$ cat config.mk
export PLATFORM = sky130hd
export DESIGN_NAME = idma_tpram_fifo_ctrl_flat
export DESIGN_NICKNAME = d
export VERILOG_FILES = /design/src/rtl/idma_tpram_fifo_ctrl_if.sv /design/src/rtl/idma_tpram_fifo_ctrl.sv /design/src/flat_wrapper.sv
export SDC_FILE = /design/constraint.sdc
export NUM_CORES = 1
export LEC_CHECK = 0
export CAP_MARGIN = 25
export CORE_AREA = 3 3 237 239
export CTS_CLUSTER_SIZE = 24
export DETAILED_ROUTE_END_ITERATION = 10
export DIE_AREA = 0 0 240 242
export GPL_ROUTABILITY_DRIVEN = 0
export GPL_TIMING_DRIVEN = 0
export MAX_ROUTING_LAYER = met4
export PLACE_DENSITY = 0.55
export SLEW_MARGIN = 10
export SYNTH_ARGS = -nofsm -noshare
export SYNTH_HDL_FRONTEND = slang
export SYNTH_SLANG_ARGS = --single-unit
$ cat constraint.sdc
create_clock -name clk -period 12.7 [get_ports clk]
set_clock_uncertainty 0.1 [all_clocks]
set_input_delay 1.27 -clock clk [delete_from_list [all_inputs] [get_ports clk]]
set_output_delay 1.27 -clock clk [all_outputs]
set_load 0.01 [all_outputs]
$ cat src/rtl/idma_tpram_fifo_ctrl_if.sv
// Valid/ready handshake bundle for the TPRAM FIFO controller: upstream write port and
// downstream show-ahead read port.
interface idma_tpram_fifo_ctrl_if #(
  parameter int unsigned DW = 144
);
  logic          in_valid;
  logic          in_ready;
  logic [DW-1:0] in_data;
  logic          out_valid;
  logic          out_ready;
  logic [DW-1:0] out_data;

  modport master (
    output in_valid, in_data, out_ready,
    input  in_ready, out_valid, out_data
  );

  modport slave (
    input  in_valid, in_data, out_ready,
    output in_ready, out_valid, out_data
  );
endinterface

$ cat src/rtl/idma_tpram_fifo_ctrl.sv
// FIFO controller around a 1-cycle-latency two-port SRAM with a 2-entry registered output buffer.
// Optional almost_full watermark output is enabled by defining IDMA_FIFO_WMARK_EN.
module idma_tpram_fifo_ctrl #(
  parameter int unsigned DW     = 144,
  parameter int unsigned AW     = 6,
`ifdef IDMA_FIFO_WMARK_EN
  parameter int unsigned AF_LVL = 60,
`endif
  parameter int unsigned DEPTH  = 64
) (
  input  logic                   clk,
  input  logic                   rst,
  input  logic                   flush,
  idma_tpram_fifo_ctrl_if.slave  bus,
  output logic [AW:0]            fill_cnt,
  output logic                   ram_wceb,
  output logic [AW-1:0]          ram_waddr,
  output logic [DW-1:0]          ram_wdata,
  output logic                   ram_rceb,
  output logic [AW-1:0]          ram_raddr,
  input  logic [DW-1:0]          ram_rdata
`ifdef IDMA_FIFO_WMARK_EN
  ,
  output logic                   almost_full
`endif
);

  localparam logic [AW:0] Full = (AW+1)'(DEPTH);

  logic [AW-1:0] wptr_q, wptr_d, rptr_q, rptr_d;
  logic [AW:0]   ram_cnt_q, ram_cnt_d;
  logic          inflight_q, inflight_d;
  logic [1:0]    ob_cnt_q, ob_cnt_d, ob_after;
  logic [DW-1:0] ob0_q, ob0_d, ob1_q, ob1_d;
  logic [2:0]    buf_lvl;
  logic          wr, pop, issue;

  assign bus.in_ready  = (ram_cnt_q != Full);
  assign bus.out_valid = (ob_cnt_q != 2'd0);
  assign bus.out_data  = ob0_q;
  assign ram_wceb      = ~wr;
  assign ram_waddr     = wptr_q;
  assign ram_wdata     = bus.in_data;
  assign ram_rceb      = ~issue;
  assign ram_raddr     = rptr_q;
  assign fill_cnt      = ram_cnt_q + (AW+1)'(inflight_q) + (AW+1)'(ob_cnt_q);

  always_comb begin
    wr      = bus.in_valid & bus.in_ready & ~flush;
    pop     = bus.out_valid & bus.out_ready & ~flush;
    // Slots the buffer will need after this clk's pop, counting the read already in flight.
    buf_lvl = 3'(ob_cnt_q) + 3'(inflight_q) - 3'(pop);
    issue   = ~flush & (ram_cnt_q != '0) & (buf_lvl < 3'd2);
  end

  always_comb begin
    wptr_d     = wptr_q + AW'(wr);
    rptr_d     = rptr_q + AW'(issue);
    ram_cnt_d  = ram_cnt_q + (AW+1)'(wr) - (AW+1)'(issue);
    inflight_d = issue;
    ob_after   = ob_cnt_q - 2'(pop);
    ob0_d      = ob0_q;
    ob1_d      = ob1_q;
    if (pop && ob_cnt_q == 2'd2) begin
      ob0_d = ob1_q;
    end
    if (inflight_q) begin
      if (ob_after == 2'd0) begin
        ob0_d = ram_rdata;
      end else begin
        ob1_d = ram_rdata;
      end
    end
    ob_cnt_d = ob_after + 2'(inflight_q);
    if (flush) begin
      wptr_d     = '0;
      rptr_d     = '0;
      ram_cnt_d  = '0;
      inflight_d = 1'b0;
      ob_cnt_d   = '0;
    end
  end

  always_ff @(posedge clk or posedge rst) begin
    if (rst) begin
      wptr_q     <= '0;
      rptr_q     <= '0;
      ram_cnt_q  <= '0;
      inflight_q <= 1'b0;
      ob_cnt_q   <= '0;
      ob0_q      <= '0;
      ob1_q      <= '0;
    end else begin
      wptr_q     <= wptr_d;
      rptr_q     <= rptr_d;
      ram_cnt_q  <= ram_cnt_d;
      inflight_q <= inflight_d;
      ob_cnt_q   <= ob_cnt_d;
      ob0_q      <= ob0_d;
      ob1_q      <= ob1_d;
    end
  end

`ifdef IDMA_FIFO_WMARK_EN
  logic [AW:0] fill_cnt_d;
  assign fill_cnt_d = ram_cnt_d + (AW+1)'(inflight_d) + (AW+1)'(ob_cnt_d);

  always_ff @(posedge clk or posedge rst) begin
    if (rst) begin
      almost_full <= 1'b0;
    end else begin
      almost_full <= (fill_cnt_d >= (AW+1)'(AF_LVL));
    end
  end
`endif

endmodule

$ cat src/flat_wrapper.sv
// flat-port wrapper written by rule: the top's interface ports become plain ports
module idma_tpram_fifo_ctrl_flat 
#(
  parameter int unsigned DW     = 144,
  parameter int unsigned AW     = 6,

  parameter int unsigned DEPTH  = 64
)
  (clk, rst, flush, fill_cnt, ram_wceb, ram_waddr, ram_wdata, ram_rceb, ram_raddr, ram_rdata, bus_in_valid, bus_in_data, bus_out_ready, bus_in_ready, bus_out_valid, bus_out_data);
  idma_tpram_fifo_ctrl_if #(.DW(DW)) bus_i ();
  input  logic clk;
  input  logic rst;
  input  logic flush;
  output logic [AW:0] fill_cnt;
  output logic ram_wceb;
  output logic [AW-1:0] ram_waddr;
  output logic [DW-1:0] ram_wdata;
  output logic ram_rceb;
  output logic [AW-1:0] ram_raddr;
  input  logic [DW-1:0] ram_rdata;
  input wire logic [$bits(bus_i.in_valid)-1:0] bus_in_valid;
  input wire logic [$bits(bus_i.in_data)-1:0] bus_in_data;
  input wire logic [$bits(bus_i.out_ready)-1:0] bus_out_ready;
  output wire logic [$bits(bus_i.in_ready)-1:0] bus_in_ready;
  output wire logic [$bits(bus_i.out_valid)-1:0] bus_out_valid;
  output wire logic [$bits(bus_i.out_data)-1:0] bus_out_data;
  assign bus_i.in_valid = bus_in_valid;
  assign bus_i.in_data = bus_in_data;
  assign bus_i.out_ready = bus_out_ready;
  assign bus_in_ready = bus_i.in_ready;
  assign bus_out_valid = bus_i.out_valid;
  assign bus_out_data = bus_i.out_data;
  idma_tpram_fifo_ctrl #(.DW(DW), .AW(AW), .DEPTH(DEPTH)) u_core (.clk(clk), .rst(rst), .flush(flush), .bus(bus_i), .fill_cnt(fill_cnt), .ram_wceb(ram_wceb), .ram_waddr(ram_waddr), .ram_wdata(ram_wdata), .ram_rceb(ram_rceb), .ram_raddr(ram_raddr), .ram_rdata(ram_rdata));
endmodule
* Yosys cells after proc, flatten, opt, wreduce, memory -nomap -nowiden
Index checks and enable logic that the tools add are counted.
** Cells by class
- Add/sub/neg operators :: 10
- $lt $le $gt $ge :: 1
- Eq/ne operators :: 2
- Multiplexer cells :: 8
- Bitwise logic cells :: 10
- Reductions and logical operators :: 5
** Operator list (count)
- two-way mux 144 bit :: 3
- adder 7 x 1 -> 7 bit :: 2
- adder 6 x 1 -> 6 bit :: 2
- two-way mux 6 bit :: 2
- adder 7 x 2 -> 7 bit :: 1
- two-way mux 7 bit :: 1
- != test 7 bit, second input constant :: 1
- nonzero test 7 bit :: 1
- subtractor 7 x 1 -> 7 bit :: 1
- AND 1 bit :: 6
- inverter 1 bit :: 4
- adder 2 x 1 -> 3 bit :: 1
- less-than comparator 3 x 2 -> 1 bit, second input constant :: 1
- subtractor 3 x 1 -> 3 bit :: 1
- adder 2 x 1 -> 2 bit :: 1
- == test 2 bit, second input constant :: 1
- logical NOT 2 bit :: 1
- two-way mux 2 bit :: 1
- AND reduction 2 bit :: 1
- nonzero test 2 bit :: 1
- subtractor 2 x 1 -> 2 bit :: 1
- logical AND 1 bit :: 1
- two-way mux 1 bit :: 1
** Word-level totals
- Register bits :: 310
- Word-level logic and storage cells :: 43

* Logic depth before layout (Yosys ltp)
Gate-level depths: netlist of the first run.
- Depth in word-level cells :: 8
- Depth in mapped cells :: 16
- Mapped depth without buffers :: 16

* Worst setup path before layout of the first run
OpenSTA, ideal clock, no wires.
- Path kind :: input-to-reg
- From :: input flush
- To :: register u_core.ram_cnt_q[4]
- Data arrival time :: 4151 ps
- Required time :: 12465 ps
- Slack :: 8314 ps
- Cell stages on the path :: 16
- Path buffers :: 0
- Cell sequence :: inv_1 > and3_1 > ha_1 > nand2b_1 > fa_1 > xnor2_1 > o2111a_1 > ha_1 > inv_1 > ha_1 > inv_1 > fa_1 > nor2b_1 > o21ba_2 > o21ai_0 > nor3b_1
** On the way
- Cells in the longest elaborated chain, start to end :: 7
** RTL lines
- start, declared :: line flat_wrapper.sv:13 : input logic flush;
- inverter 1 bit :: line idma_tpram_fifo_ctrl.sv:49, idma_tpram_fifo_ctrl.sv:50, idma_tpram_fifo_ctrl.sv:53
- AND 1 bit :: line idma_tpram_fifo_ctrl.sv:50 : pop = bus.out_valid & bus.out_ready & ~flush;
- subtractor 3 x 1 -> 3 bit :: line idma_tpram_fifo_ctrl.sv:52 : buf_lvl = 3'(ob_cnt_q) + 3'(inflight_q) - 3'(pop);
- less-than comparator 3 x 2 -> 1 bit :: line idma_tpram_fifo_ctrl.sv:53 : issue = ~flush & (ram_cnt_q != '0) & (buf_lvl < 3'd2);
- AND 1 bit :: line idma_tpram_fifo_ctrl.sv:53
- subtractor 7 x 1 -> 7 bit :: line idma_tpram_fifo_ctrl.sv:59 : ram_cnt_d = ram_cnt_q + (AW+1)'(wr) - (AW+1)'(issue);
- two-way mux 7 bit * :: line idma_tpram_fifo_ctrl.sv:75 : if (flush) begin
- named net u_core.ram_cnt_d[4] :: line idma_tpram_fifo_ctrl.sv:31 : logic [AW:0] ram_cnt_q, ram_cnt_d;
- end signal, assigned :: line idma_tpram_fifo_ctrl.sv:96 : ram_cnt_q <= ram_cnt_d;
- end, declared :: line idma_tpram_fifo_ctrl.sv:31
Mark *: on every way through the listed nets, which the timed path passes. The rest lies on a longest branch.
A chain may end at the register's enable or synchronous reset.

* Worst setup path after layout of the first run
- From :: input flush
- To :: output ram_rceb
** On the way
- Cells in the longest elaborated chain, start to end :: 6
** RTL lines
- inverter 1 bit * :: line idma_tpram_fifo_ctrl.sv:50, idma_tpram_fifo_ctrl.sv:53
- AND 1 bit :: line idma_tpram_fifo_ctrl.sv:50
- subtractor 3 x 1 -> 3 bit :: line idma_tpram_fifo_ctrl.sv:52
- less-than comparator 3 x 2 -> 1 bit :: line idma_tpram_fifo_ctrl.sv:53
- AND 1 bit * :: line idma_tpram_fifo_ctrl.sv:53
- inverter 1 bit * :: line idma_tpram_fifo_ctrl.sv:44 : assign ram_rceb = ~issue;
- end, declared :: line flat_wrapper.sv:18 : output logic ram_rceb;
Every way passes the cells marked *; elsewhere a longest branch is shown, timed or not.

==> results of run 1 <==
metal layers:
metal / track usage / share of wire
met5: - / 0
met4: 0.0430 / 0.022
met3: 0.0379 / 0.065
met2: 0.264 / 0.51
met1: 0.187 / 0.41
power breakdown:
part | leakage, uW | internal (uW) | switching, uW
combinational | 0.00455 | 1140 | 1030
sequential | 0.00355 | 1480 | 263
clock | 0.000593 | 634 | 427
total | 0.00870 | 3250 | 1720
metrics by stage:
step / total power [uW] / TNS, ns
finish: 4970 / 0
global route: 5330 / 0
floorplan: 2930 / 0
global placement: 3910 / -426.91
CTS: 5070 / 0
detailed placement: 3970 / 0
final timing paths:
kind,endpoint,slack [ns],from
setup / recovery,ram_rceb,7.25,flush
hold / removal,u_core.ob1_q[140]$_DFFE_PP0P_,0.38,u_core.ob1_q[140]$_DFFE_PP0P_
setup reg to reg,u_core.ram_cnt_q[4]$_DFF_PP0_,8.55,u_core.ob_cnt_q[1]$_DFF_PP0_
hold reg to reg,u_core.ob1_q[140]$_DFFE_PP0P_,0.38,u_core.ob1_q[140]$_DFFE_PP0P_
max in group asynchronous,u_core.bus.out_data[56]$_DFF_PP0_,10.28,rst
min in group asynchronous,u_core.bus.out_data[11]$_DFF_PP0_,1.15,rst
cell families (layout without fill, tap and decap cells):
logic type | after synthesis | count (layout) | synth area share
and+or+nand+nor | 194 | 194 | 0.0555
buffers and inverters | 227 | 755 | 0.106
other | 0 | 3 | 0
DFF | 310 | 310 | 0.535
AOI/OAI and AO/OA | 160 | 160 | 0.0579
xor gates and xnor gates | 18 | 18 | 0.0114
muxes | 288 | 288 | 0.211
adders and majority gates | 24 | 24 | 0.0228
registers in the layout, summed over array words and instances, names as in the netlist:
| name | count |
|---|---|
| u_core.bus.out_data | 144 |
| u_core.ram_raddr | 6 |
| u_core.ram_cnt_q | 7 |
| u_core.ram_waddr | 6 |
| u_core.inflight_q | 1 |
| u_core.ob_cnt_q | 2 |
| u_core.ob1_q | 144 |
cell usage in the layout, fill, tap and decap left out, types with 2 or more instances in the layout:
cell type          n
a21oi_1          147
and3_1             2
buf_16             2
buf_2             37
buf_4            146
buf_6             12
bufinv_16          2
clkbuf_1          23
clkbuf_16         39
clkbuf_8           5
clkdlybuf4s50_1  459
clkinv_2           8
clkinvlp_4         2
dfrtp_1          310
diode_2            3
fa_1               4
ha_1              20
inv_1             18
mux2_1            60
mux2_2            84
mux2i_1          144
nand2_1            3
nand2b_1           2
nand3_1            9
nor2_1           157
nor2b_1           10
nor3_1             2
nor3b_1            2
nor4_1             2
o2111a_1           2
o211ai_1           2
o21ai_0            3
or2_2              3
xnor2_1           10
xor2_1             7
area by class of cell:
| cell class | instances | area share |
|---|---|---|
| Sequential cell | 310 | 0.365 |
| Multi-Input combinational cell | 684 | 0.245 |
| Tap cell | 696 | 0.0410 |
| Timing Repair Buffer | 461 | 0.219 |
| Clock inverter | 13 | 0.00583 |
| Inverter | 19 | 0.00371 |
| Clock buffer | 54 | 0.0510 |
| Buffer | 208 | 0.0690 |
| Antenna cell | 3 | 0.000353 |
==> flow_summary.json, run 1 <==
{
  "whs_ns": 0.385,
  "worstPathRequired_ns": 11.33,
  "wl_per_cell_um": 18.6,
  "synth.largest_area_cell": "dfrtp_1",
  "rsz0062_at_grt": "false",
  "yosysSeqAreaShare": 0.535,
  "syn_area_per_cell_um2": 11.9,
  "syn-instance-count": 1221,
  "irDropWorstVdd_v": 0.000122,
  "final_max_slew_viol_count": 0,
  "worstPathArrival_ns": 4.08,
  "critPathCaptureType": "output pin",
  "grtUsageTotal": 0.157,
  "tritoncts": "built",
  "grt_max_degree": 115,
  "synth_ff_type": "dfrtp_1",
  "die_h_um": 242,
  "post_cts_buffers": 0,
  "worstHoldPathCells": 1,
  "synth_edf_count": 0,
  "port_buffers": 459,
  "via_per_inst": 4.35,
  "h-tree-depth": 2,
  "min_period_ns": 5.45,
  "slew_headroom": 0.507,
  "initial_core_util": 0.268,
  "cp-start-kind": "input port",
  "min_period_over_period": 0.429,
  "grt_pass1_wl_um": 68800,
  "synth_top_area_frac": 0.535,
  "ys_top_cells_by_count": "310 x dfrtp_1, 157 x nor2_1, 147 x a21oi_1, 146 x buf_4, 144 x mux2i_1",
  "drtPass1Iterations": 5,
  "cts.clk_slew.worst_paths_ns": 0.05,
  "io_pins": 604,
  "drc": 0,
  "ys_ff_latch": 310,
  "cts_buffers": 38,
  "status": "completed",
  "power_density_nw_per_um2": 234,
  "fp.dieArea_um2": 58100,
  "placed_area_um2": 20000,
  "p_leak_uw": 0.00870,
  "worst_pin_slew_ns": 0.740,
  "cts_root_buf": "clkbuf_16",
  "ant_nets": 0,
  "antenna_found_initial": 4,
  "cap_violations": 0,
  "synth_area_leaders": "dfrtp_1 54%, mux2i_1 9.9%, buf_4 7.6%",
  "max_freq_mhz": 183,
  "ff2ff_path_depth": 16,
  "final_cell_area_um2": 21200,
  "wl_um": 45600,
  "path_buf_inv": 4,
  "crit_path_max_fanout": 9,
  "setup_viol": 0,
  "drt-initial-drc-count": 346,
  "clock_latency_ns": 0.53,
  "finish.utilization": 0.393,
  "grt_pass1_vias": 11400,
  "grt-ovfl-total": 0,
  "nets": 2039,
  "yosysUniqueCellTypes": 36,
  "syn_nets": 1538,
  "criticalPathCategory": "in -> out",
  "yosysMostFrequentCell": "dfrtp_1",
  "clock_path_buffers": 3,
  "critPathTopFamily": "buffers and inverters",
  "cts_resized": 0,
  "hold_path.class": "reg -> reg",
  "ctsHoldBuffers": 0,
  "multi_input_area_um2": 5200,
  "synth_warnings": 0,
  "path_cells": "clkdlybuf4s50_1, inv_1, and3_1, ha_1, nand2b_1, fa_1, xnor2_1, o2111a_1, inv_1, clkdlybuf4s50_1",
  "vias": 10700,
  "drive_gt1_frac": 0.197,
  "final_hold_viol_count": 0,
  "place_ws_ns": 7.24,
  "slowest_delay_ns": 0.48,
  "clock_sinks": 310,
  "nFillCells": 5244,
  "cp.depth": 10,
  "synth_area_um2": 14500,
  "dp.final_hpwl_um": 33300,
  "die_x_um": 240,
  "async_flop_share": 1.00,
  "syn2layout_area_growth_pct": 46.5,
  "critPathSlowestCell": "clkdlybuf4s50_1",
  "row_count": 85,
  "fin_cells": 2448,
  "setup_slack_ns": 7.25,
  "coreArea_um2": 54000,
  "seq_area_um2": 7760,
  "place_inst": 2378
}
Note: power is estimated with default switching activity, not from simulation.
==> run 2: changes to the inputs <==
==> constraint.sdc (replaced) <==
create_clock -name clk -period 5.3 [get_ports clk]
set_clock_uncertainty 0.1 [all_clocks]
set_input_delay 0.53 -clock clk [delete_from_list [all_inputs] [get_ports clk]]
set_output_delay 0.53 -clock clk [all_outputs]
set_load 0.01 [all_outputs]
==> run 2 against run 1 <==
Critical path type is now reg -> reg. Count of clock-buffer cells in the layout rose by 2. Highest routed layer unchanged. Clock power rose by 150%. Hold slack barely moved. First-iteration DRC count rose by 14%. Critical endpoint is now u_core.ram_cnt_q[4]$_DFF_PP0_. Wire length fell by 2.0%. Non-clock buffer count rose by 7.
==> flow_summary.json, run 2 (synthesized netlist as in run 1, its figures left out) <==
{
  "vias": 10600,
  "slew_headroom": 0.470,
  "hold_path.class": "reg -> reg",
  "cts_buffers": 38,
  "wl_per_cell_um": 18.2,
  "cp-start-kind": "flip-flop",
  "grtUsageTotal": 0.154,
  "wl_um": 44700,
  "rsz0062_at_grt": "false",
  "clock_path_buffers": 3,
  "ctsHoldBuffers": 0,
  "nets": 2046,
  "initial_core_util": 0.268,
  "drive_gt1_frac": 0.202,
  "final_common_cell": "clkdlybuf4s50_1",
  "die_x_um": 240,
  "nFillCells": 5184,
  "grt_pass1_vias": 11300,
  "placed_area_um2": 20200,
  "post_cts_buffers": 0,
  "cap_violations": 0,
  "row_count": 85,
  "dp.final_hpwl_um": 33800,
  "h-tree-depth": 2,
  "critPathCaptureType": "flip-flop",
  "ant_nets": 0,
  "drt-initial-drc-count": 393,
  "fp.dieArea_um2": 58100,
  "clock_sinks": 310,
  "p_leak_uw": 0.00880,
  "status": "completed",
  "min_period_ns": 4.17,
  "r2r_slack_ns": 1.13,
  "syn2layout_area_growth_pct": 47.9,
  "drc": 0,
  "finish.utilization": 0.397,
  "ff2ff_path_depth": 16,
  "port_buffers": 459,
  "criticalPathCategory": "reg -> reg",
  "whs_ns": 0.384,
  "r2r_start": "u_core.ob_cnt_q[1]$_DFF_PP0_",
  "clock_latency_ns": 0.53,
  "irDropWorstVdd_v": 0.000249,
  "die_h_um": 242,
  "min_period_over_period": 0.786,
  "max_freq_mhz": 240,
  "worstPathRequired_ns": 5.60,
  "final_cell_mix": "459 x clkdlybuf4s50_1, 310 x dfrtp_1, 157 x nor2_1",
  "worst_pin_slew_ns": 0.794,
  "min_from": "u_core.ob1_q[116]$_DFFE_PP0P_",
  "io_pins": 604,
  "power.total_uw": 12000,
  "power_density_nw_per_um2": 558,
  "grt_pass1_wl_um": 68000,
  "cts_resized": 0,
  "final_cell_area_um2": 21400,
  "cts.clk_slew.worst_paths_ns": 0.06,
  "antenna_found_initial": 3,
  "setup_viol": 0,
  "holdPathEnd": "u_core.ob1_q[116]$_DFFE_PP0P_",
  "final_max_slew_viol_count": 0,
  "worstHoldPathCells": 1,
  "tritoncts": "built",
  "final_hold_viol_count": 0,
  "drtPass1Iterations": 4,
  "worstPathArrival_ns": 4.46,
  "cts_root_buf": "clkbuf_16",
  "r2r-end": "u_core.ram_cnt_q[4]$_DFF_PP0_",
  "coreArea_um2": 54000,
  "grt_max_degree": 39,
  "via_per_inst": 4.32,
  "grt-ovfl-total": 0,
  "crit_path_max_fanout": 7
}
## run 2: cell types whose count changed in the layout (fill, tap and decap cells not counted), sizes merged
cell	delta
clkbuf	+2
buf	+7
inv	-2
clkinv	-3
## run 2: routing by layer
metal,track usage,wire length [um],share of wire,up-vias
met5,-,0,0,-
met4,0.0426,866,0.019,0
met3,0.0396,2860,0.064,48
met2,0.261,22900,0.51,307
met1,0.180,18100,0.40,5192
li1,-,-,-,5037
## run 2: power by group
group / total [uW] / internal [uW] / switching [uW]
clock network: 2620 / 1630 / 984
logic: 5180 / 2740 / 2450
registers: 4180 / 3560 / 620
total: 12000 / 7920 / 4050
## run 2: final cells by class
cell class	count	area, um^2	share of cell area
clock buffers	56	1180	0.0551
repair buffers	468	4790	0.223
multi-input cells	684	5200	0.243
clock inverters	8	92.6	0.00432
diodes	3	7.51	0.000350
plain buffers	208	1470	0.0683
flip-flops and latches	310	7760	0.362
well taps	696	871	0.0406
inverters	19	75.1	0.00350
## run 2: how the worst max path moves through the flow
stage,depth (start not counted),startpoint,end,slack [ns]
after floorplan,1,rst,u_core.bus.out_data[0]$_DFF_PP0_,0.54
after global placement,2,rst,u_core.ob1_q[4]$_DFFE_PP0P_,-1.75
after detailed placement,17,flush,u_core.ram_cnt_q[4]$_DFF_PP0_,0.71
after CTS,16,u_core.ob_cnt_q[1]$_DFF_PP0_,u_core.ram_cnt_q[4]$_DFF_PP0_,1.12
after global routing,16,u_core.ob_cnt_q[1]$_DFF_PP0_,u_core.ram_cnt_q[6]$_DFF_PP0_,0.80
final,16,u_core.ob_cnt_q[1]$_DFF_PP0_,u_core.ram_cnt_q[4]$_DFF_PP0_,1.13
## run 2: critical path, stage by stage, from the launching register on
cell and delay [ns]:
dfrtp_1 0.51, or2_2 0.35, and3_1 0.21, ha_1 0.26, nand2b_1 0.16, fa_1 0.41
xnor2_1 0.19, o2111a_1 0.32, ha_1 0.26, inv_1 0.05, ha_1 0.15, inv_1 0.06
fa_1 0.40, nor2b_1 0.23, o21ba_2 0.18, o21ai_0 0.06, nor3b_1 0.14
## run 2: through the flow
stage	cells	setup WS (ns)	TNS (ns)
after floorplan	1221	0.543	0
after global placement	2376	-1.75	-527.56
after detailed placement	2385	0.712	0
after CTS	2449	1.12	0
after global routing	2452	0.798	0
final	2452	1.13	0
==> run 3: changes to the inputs <==
--- a/config.mk
+++ b/config.mk
@@ -6,14 +6,14 @@
 export NUM_CORES = 1
 export LEC_CHECK = 0
 export CAP_MARGIN = 25
-export CORE_AREA = 3 3 237 239
+export CORE_AREA = 3 3 235 237
 export CTS_CLUSTER_SIZE = 24
 export DETAILED_ROUTE_END_ITERATION = 10
-export DIE_AREA = 0 0 240 242
+export DIE_AREA = 0 0 238 240
 export GPL_ROUTABILITY_DRIVEN = 0
 export GPL_TIMING_DRIVEN = 0
 export MAX_ROUTING_LAYER = met4
-export PLACE_DENSITY = 0.55
+export PLACE_DENSITY = 0.58
 export SLEW_MARGIN = 10
 export SYNTH_ARGS = -nofsm -noshare
 export SYNTH_HDL_FRONTEND = slang
==> constraint.sdc (replaced) <==
create_clock -name clk -period 3.4 [get_ports clk]
set_clock_uncertainty 0.1 [all_clocks]
set_input_delay 0.34 -clock clk [delete_from_list [all_inputs] [get_ports clk]]
set_output_delay 0.34 -clock clk [all_outputs]
set_load 0.01 [all_outputs]
==> run 3 against run 2 <==
The flow now finishes with violations (setup timing). Hold slack got worse by 0.21 ns. Sequential share of layout area decreased by 0.20 points. First-iteration DRC count increased by 2.5%. Critical path depth unchanged. Sequential power increased by 56%. Critical path type unchanged. Critical endpoint is now u_core.ram_cnt_q[6]$_DFF_PP0_. Largest cell class unchanged. Highest routed layer unchanged.
==> flow_summary.json, run 3 (synthesized netlist as in run 1, its figures left out) <==
{
  "status": "complete, but fails checks",
  "violations": "setup timing",
  "io_pins": 604,
  "drive_gt1_frac": 0.214,
  "wl_per_cell_um": 17.9,
  "r2r_start": "u_core.ob_cnt_q[0]$_DFF_PP0_",
  "drc": 0,
  "clock_sinks": 310,
  "irDropWorstVdd_v": 0.000474,
  "crit_path_max_fanout": 3,
  "worst_pin_slew_ns": 0.752,
  "power.total_uw": 19000,
  "fp.dieArea_um2": 57100,
  "r2r-end": "u_core.ram_cnt_q[6]$_DFF_PP0_",
  "syn2layout_area_growth_pct": 48.8,
  "cp_common_cell": "ha_4",
  "criticalPathCategory": "reg -> reg",
  "coreArea_um2": 53500,
  "cp-start-kind": "flip-flop",
  "drt-initial-drc-count": 403,
  "ctsHoldBuffers": 0,
  "worstPathRequired_ns": 3.70,
  "initial_core_util": 0.271,
  "cts_buffers": 38,
  "rsz0062_at_grt": "true",
  "r2r_slack_ns": -0.05,
  "die_h_um": 240,
  "nets": 2054,
  "h-tree-depth": 2,
  "grtUsageTotal": 0.151,
  "crit_start": "u_core.ob_cnt_q[0]$_DFF_PP0_",
  "cts_root_buf": "clkbuf_16",
  "pwr-share-comb": 0.438,
  "critPathCaptureType": "flip-flop",
  "path_cells": "or2_4, and3_4, ha_4, nand2b_4, fa_2, xnor2_2, o2111a_2, ha_4, inv_4, ha_4, inv_2, fa_2, nor2b_4, o211ai_1, a21oi_1, nor3b_1",
  "final_common_cell": "clkdlybuf4s50_1",
  "grt-ovfl-total": 0,
  "final_hold_viol_count": 0,
  "p_sw_frac": 0.339,
  "tritoncts": "built",
  "hold_path.class": "in -> async",
  "p_switching_uw": 6440,
  "wl_um": 44000,
  "worstPathArrival_ns": 3.75,
  "dp.final_hpwl_um": 32700,
  "min_period_over_period": 1.01,
  "die_x_um": 238,
  "final_cell_mix": "458 x clkdlybuf4s50_1, 309 x dfrtp_1, 157 x nor2_1",
  "grt_pass1_wl_um": 65100,
  "clock_latency_ns": 0.55,
  "slew_headroom": 0.499,
  "p_int_uw": 12600,
  "final_max_slew_viol_count": 0,
  "setup_viol": 3,
  "row_count": 85,
  "slowest_delay_ns": 0.39,
  "seqPwrFrac": 0.343,
  "ff2ff_path_depth": 16,
  "via_per_inst": 4.32,
  "ant_nets": 0,
  "vias": 10600,
  "place_ws_ns": -1.01,
  "port_buffers": 459,
  "min_period_ns": 3.45,
  "antenna_found_initial": 2,
  "grt_max_degree": 39,
  "fin_cells": 2462,
  "power_density_nw_per_um2": 881,
  "whs_ns": 0.174,
  "critPathSlowestCell": "dfrtp_1",
  "clkPwrFrac": 0.218,
  "cts.clk_slew.worst_paths_ns": 0.06,
  "grt_pass1_vias": 11000,
  "max_freq_mhz": 290,
  "cap_violations": 0,
  "place_inst": 2384,
  "drtPass1Iterations": 4,
  "clock_path_buffers": 3,
  "p_leak_uw": 0.00885,
  "setup_slack_ns": -0.0492
}
[run 3: what timing repair did]
action / in CTS / in global routing
buffers inserted: 6 / 3
setup endpoints to repair: 28 / 16
gates resized for setup: 18 / 6
pin swaps: 9 / 3
cloned: 0 / 0
[run 3: worst max-delay path, delay by kind of cell, from the launching register on]
| kind | cells | cell delay (ns) |
|---|---|---|
| adder cells (fa/ha/maj) | 5 | 1.24 |
| XOR/XNOR | 1 | 0.15 |
| AND/OR/NAND/NOR | 5 | 0.80 |
| flip-flops | 1 | 0.39 |
| AO/OA/AOI/OAI | 3 | 0.54 |
| buffers and inverters | 2 | 0.08 |
[run 3: worst max path at each step]
| stage | to | depth (start not counted) |
|---|---|---|
| floorplan | u_core.bus.out_data[0]$_DFF_PP0_ | 1 |
| global placement | u_core.bus.out_data[54]$_DFF_PP0_ | 2 |
| detailed placement | u_core.ram_cnt_q[4]$_DFF_PP0_ | 17 |
| CTS | u_core.ram_cnt_q[6]$_DFF_PP0_ | 15 |
| global route | u_core.ram_cnt_q[4]$_DFF_PP0_ | 16 |
| finish | u_core.ram_cnt_q[6]$_DFF_PP0_ | 16 |
[run 3: cell type report]
class | instances | area, um^2
diodes | 2 | 5.00
plain buffers | 208 | 1470
clock inverters | 12 | 138
fillers | 5132 | 31900
inverters | 19 | 77.6
flip-flops and latches | 310 | 7760
multi-input cells | 684 | 5280
clock buffers | 55 | 1150
repair buffers | 476 | 4820
well taps | 696 | 871
[run 3: layer usage]
metal	wire length [um]	global-route usage	vias up
li1	-	-	5049
met1	18200	0.184	5235
met2	22300	0.252	303
met3	2760	0.0411	48
met4	670	0.0335	0
met5	0	-	-
[run 3: through the flow]
step / cell area (um^2) / util / setup TNS (ns)
floorplan: 14500 / - / -363.24
global placement: 20000 / 0.373 / -1059.63
detailed placement: 20100 / 0.376 / -19.67
CTS: 21500 / 0.403 / -0.115
global route: 21600 / 0.403 / -0.613
finish: 21600 / 0.403 / -0.117
[run 3: power groups by stage]
stage | clock network (uW) | logic, uW | registers (uW)
6_report | 4150 | 8330 | 6520
2_1_floorplan | 0 | 4170 | 6770
3_5_place_dp | 0 | 8230 | 6590
3_3_place_gp | 0 | 8010 | 6510
5_1_grt | 4440 | 9080 | 6760
4_1_cts | 4300 | 8440 | 6530
